**src/rtl/pipo_shift_engine.sv**
```systemverilog
// pipo_shift_engine
//   Parallel-in/parallel-out register with a command-driven shift/rotate engine.
//   A command is accepted in IDLE. LOAD/CLEAR/NOP and zero-count shifts go straight
//   to DONE. Non-zero shifts step one bit per clock in SHIFT. DONE publishes the
//   working register on par_out and strobes out_valid for one cycle.
// Ports
//   clk, rst     clock and asynchronous active-high reset
//   cmd_valid    command present
//   cmd_ready    engine idle and able to accept (combinational)
//   cmd_op       000 NOP, 001 LOAD, 010 SHL, 011 SHR, 100 ROL, 101 ROR, 110 ASR, 111 CLEAR
//   cmd_cnt      number of 1-bit steps for the shift/rotate ops
//   data         parallel load word, sampled when a LOAD is accepted
//   ser_in       serial fill bit for SHL/SHR, sampled on every step
//   par_out      registered result word, held between strobes
//   ser_out      registered last bit shifted or rotated out
//   out_valid    one-cycle strobe marking a new par_out
//   busy         inverse of cmd_ready
module pipo_shift_engine #(
    parameter int LEN   = 8,
    parameter int CNT_W = $clog2(LEN) + 1
) (
    input  logic             clk,
    input  logic             rst,
    input  logic             cmd_valid,
    output logic             cmd_ready,
    input  logic [2:0]       cmd_op,
    input  logic [CNT_W-1:0] cmd_cnt,
    input  logic [LEN-1:0]   data,
    input  logic             ser_in,
    output logic [LEN-1:0]   par_out,
    output logic             ser_out,
    output logic             out_valid,
    output logic             busy
);

    localparam logic [2:0] OP_NOP   = 3'b000;
    localparam logic [2:0] OP_LOAD  = 3'b001;
    localparam logic [2:0] OP_SHL   = 3'b010;
    localparam logic [2:0] OP_SHR   = 3'b011;
    localparam logic [2:0] OP_ROL   = 3'b100;
    localparam logic [2:0] OP_ROR   = 3'b101;
    localparam logic [2:0] OP_ASR   = 3'b110;
    localparam logic [2:0] OP_CLEAR = 3'b111;

    typedef enum logic [1:0] {
        S_IDLE  = 2'd0,
        S_SHIFT = 2'd1,
        S_DONE  = 2'd2
    } state_t;

    state_t           state, state_nxt;
    logic [LEN-1:0]   shift_reg;
    logic [2:0]       op_q;
    logic [CNT_W-1:0] rem;
    logic             accept;
    logic             is_shift;
    logic             go_shift;
    logic [LEN-1:0]   step_reg;
    logic             step_ser;

    assign cmd_ready = (state == S_IDLE);
    assign busy      = ~cmd_ready;
    assign accept    = cmd_valid & cmd_ready;
    assign is_shift  = (cmd_op >= OP_SHL) && (cmd_op <= OP_ASR);
    // A zero-count shift behaves like NOP: nothing to step, straight to DONE.
    assign go_shift  = is_shift && (cmd_cnt != '0);

    // One 1-bit step of the latched op applied to the working register.
    always_comb begin
        step_reg = shift_reg;
        step_ser = ser_out;
        unique case (op_q)
            OP_SHL: begin step_reg = {shift_reg[LEN-2:0], ser_in};         step_ser = shift_reg[LEN-1]; end
            OP_SHR: begin step_reg = {ser_in, shift_reg[LEN-1:1]};         step_ser = shift_reg[0];     end
            OP_ROL: begin step_reg = {shift_reg[LEN-2:0], shift_reg[LEN-1]}; step_ser = shift_reg[LEN-1]; end
            OP_ROR: begin step_reg = {shift_reg[0], shift_reg[LEN-1:1]};   step_ser = shift_reg[0];     end
            OP_ASR: begin step_reg = {shift_reg[LEN-1], shift_reg[LEN-1:1]}; step_ser = shift_reg[0];   end
            default: ;
        endcase
    end

    always_comb begin
        state_nxt = state;
        unique case (state)
            S_IDLE:  if (accept) state_nxt = go_shift ? S_SHIFT : S_DONE;
            S_SHIFT: if (rem == CNT_W'(1)) state_nxt = S_DONE;
            S_DONE:  state_nxt = S_IDLE;
            default: state_nxt = S_IDLE;
        endcase
    end

    always_ff @(posedge clk or posedge rst) begin
        if (rst) begin
            state     <= S_IDLE;
            shift_reg <= '0;
            op_q      <= OP_NOP;
            rem       <= '0;
            par_out   <= '0;
            ser_out   <= 1'b0;
            out_valid <= 1'b0;
        end else begin
            state     <= state_nxt;
            out_valid <= 1'b0;
            unique case (state)
                S_IDLE: if (accept) begin
                    if (cmd_op == OP_LOAD)  shift_reg <= data;
                    if (cmd_op == OP_CLEAR) shift_reg <= '0;
                    if (go_shift) begin
                        op_q <= cmd_op;
                        rem  <= cmd_cnt;
                    end
                end
                S_SHIFT: begin
                    shift_reg <= step_reg;
                    ser_out   <= step_ser;
                    rem       <= rem - CNT_W'(1);
                end
                S_DONE: begin
                    par_out   <= shift_reg;
                    out_valid <= 1'b1;
                end
                default: ;
            endcase
        end
    end

endmodule

```
**config.mk**
```make
export PLATFORM = sky130hd
export DESIGN_NAME = pipo_shift_engine
export DESIGN_NICKNAME = d
export VERILOG_FILES = /design/src/rtl/pipo_shift_engine.sv
export SDC_FILE = /design/constraint.sdc
export NUM_CORES = 1
export LEC_CHECK = 0
export ABC_AREA = 1
export ABC_CLOCK_PERIOD_IN_PS = 1700
export BUFFER_PORTS_ARGS = -buffer_cell sky130_fd_sc_hd__buf_2
export CORE_ASPECT_RATIO = 0.75
export CORE_MARGIN = 5
export CORE_UTILIZATION = 57
export CTS_BUF_LIST = sky130_fd_sc_hd__clkbuf_2 sky130_fd_sc_hd__clkbuf_4 sky130_fd_sc_hd__clkbuf_8
export CTS_CLUSTER_SIZE = 24
export DETAILED_ROUTE_END_ITERATION = 12
export GPL_ROUTABILITY_DRIVEN = 0
export HOLD_SLACK_MARGIN = 0.1
export MAX_ROUTING_LAYER = met4
export PLACE_DENSITY = 0.91
export SLEW_MARGIN = 20
export SYNTH_ARGS = -nofsm -noshare
export SYNTH_HDL_FRONTEND = slang
export SYNTH_SLANG_ARGS = --single-unit
```
**constraint.sdc**
```tcl
create_clock -name clk -period 1.7 [get_ports clk]
set_input_delay 0.085 -clock clk [delete_from_list [all_inputs] [get_ports clk]]
set_output_delay 0.085 -clock clk [all_outputs]
set_load 0.02 [all_outputs]
```
==> metrics.txt <==
fin. max-slew vios=0; DIE HEIGHT=56.44 um; final setup TNS=0 ps; r2r setup slk=260 ps; min-delay src=cmd_cnt[1]; Rows=16; Most used DFF post-synth=dfrtp_1; Critical Path Most Common Cell=nand2_1; Antenna Nets Post-Route=0; filler cell count=218; pin count of the biggest net entering global routing=28; first-pass GRT wire length=6.568 mm; DR pass1 iterations=4; vias in the first global route=1442; post-route cell area=0.001888 mm2; Yosys top cell by area=dfrtp_1; Max FO, Critical Path=10; CTS Buf Count=3; hpwl dp=2.732 mm; synthesized area per cell=7.285 um2; worst vdd ir=1.061 mV; final setup vio count=0; number of vias per cell=5.259; Final Skew=7.565 ps; Max stage delay cell, worst path=dlygate4sd3_1; Mapped Cells=225; Pwr per Cell Area=1942 mW/mm2; antenna violations before repair=0; total track usage=20.39%; cell area after synthesis=0.001639 mm2; Period Utilization, post-route=87.47%; Post-Route WL=3.689 mm; CP max stage delay=550 ps; CTS root buffer=clkbuf_8; hold buffers post-CTS=5; Die W=71.92 um; critical-path cell list=dlygate4sd3_1 -> buf_2 -> nand3_2 -> nand3b_1 -> nor2_2 -> nand2_1 -> nand2_1 -> nand2_1; H-tree depth=1; CTS resizes=0; Startpoint Class=input pin; Seq. cell area=675.6 um2; antenna cells=0; Seq/Total Area, Yosys=41.22%; layout net count=280; Static Leakage=0.001013 uW; most area-consuming cells after synthesis=dfrtp_1 41%, nand2_1 18%, nand3_1 5.8%; I/O pins=31; WS Path Type=input pin to flop; status=finished clean; number of max-cap violations=0; multi-input logic area=829.5 um2; Clock Sinks=27; GRT Residual Overflow=0; number of flops mapped to enable cells by yosys=0; Avg WL per Cell=12.55 um; clk_lat worst skew=270 ps; min Tclk post-route=1487 ps; hold path endpoint=rem[1]; CP Capture Type=flop; endpoints failing hold=0; Die Area=0.004059 mm2; Tightest Pin Transition=348.7 ps; fraction of layout cells with a size suffix above 1=23.26%; Post-Syn Nets=246; TritonCTS clock tree=done; CTS Buffer Depth=2; RR Endpoint=shift_reg[6]; Port Buf Inserts=30; crit path DAT=1660 ps; routed via count=1546; share of the synthesized area in the top cell type=41.22%; core region area=0.002683 mm2; Seq cells post-synth=27; synth cell count leaders=80 x nand2_1, 27 x dfrtp_1, 19 x nand3_1; worst path required time=1870 ps; Initial DRC Count=80; placed instance area=0.001789 mm2; DR DRC count=0; R2R depth=8; Post-CTS Setup Repair Bufs=0; effective utilization at floorplan=61.10%; clock-pin transition on the worst setup and hold timing paths=90 ps; relative slew slack=76.75%; FFs w/ async S/R, synth=100.0%; Reg2Reg Launch Point=state[1]; Fmax=0.6725 GHz; Area Overhead vs Synth=15.19%; synth warn=0; RSZ-0062 raised after global routing=false; Hold Path Class=input pin to flop; hold path cells=3; most frequent cell after synthesis=nand2_1; Distinct cells, synth=27
[power breakdown]
group	switching, uW	leakage [uW]	internal, uW	total, uW
clock	196	0.0000262	184	380
sequential	310	0.000337	947	1260
combinational	1330	0.000650	698	2030
total	1840	0.00101	1830	3670
[cells by family (layout without fill, tap and decap cells)]
logic type      Yosys count  after routing  share of synthesized area, %
buf+inv                  28             61                         8.167
fa+ha+maj                 2              2                         1.526
flops                    27             27                         41.22
simple gates            141            141                         40.00
compound gates           27             27                         9.084
[worst max-delay path, delay by kind of cell]
family,cells,cell delay [ps]
buf+inv,2,700
simple gates,6,880
[how the worst max path moves through the flow]
stage	start	end	slack (ps)	depth (start not counted)
floorplan	state[1]	op_q[0]	230	6
global placement	state[1]	shift_reg[1]	340	8
detailed placement	state[1]	shift_reg[6]	300	8
CTS	cmd_op[0]	op_q[2]	260	8
global route	op_q[1]	shift_reg[1]	100	7
finish	cmd_op[0]	op_q[2]	210	8
[per-layer routing]
| metal | part of all wire [%] | vias up | wire, um | global-route usage, % |
|---|---|---|---|---|
| met2 | 45 | 51 | 1646 | 29.84 |
| met4 | 0.98 | 0 | 36 | 4.021 |
| met1 | 47 | 700 | 1730 | 28.54 |
| li1 | - | 786 | - | - |
| met3 | 7.5 | 9 | 275 | 5.348 |
| met5 | 0 | - | 0 | - |
[placed cells by master (no fill, tap or decap), types with 2 or more instances in the layout]
master         count
o21ai_2            2
clkbuf_8           3
nand3_2            4
dlygate4sd3_1      5
nand4_1            5
ha_1               2
inv_1             16
nor2_2             8
nand3_4            2
nand3_1           19
inv_2              4
o21ai_0            6
a21oi_1            9
nor2_1            18
o21ai_1            7
buf_2             30
dfrtp_1           27
nand2_1           80
[metrics by stage]
stage	hold WS [ps]	utilization, %	total power [uW]	setup slack, ps	std cells
finish	158.6	70.38	3666	213.1	294
global route	202.8	70.38	4037	105.0	294
CTS	159.8	70.38	3667	264.3	294
detailed placement	163.4	66.70	3270	295.4	285
global placement	156.2	66.70	3214	337.8	285
floorplan	137.7	-	2904	230.7	225
[layout make-up]
type | instances | area share, %
multi-input cells | 170 | 43.94
repair buffers | 36 | 11.00
clock buffers | 4 | 2.584
well taps | 36 | 2.386
inverters | 21 | 4.307
flip-flops and latches | 27 | 35.79
Note: power is estimated with default switching activity, not from simulation.
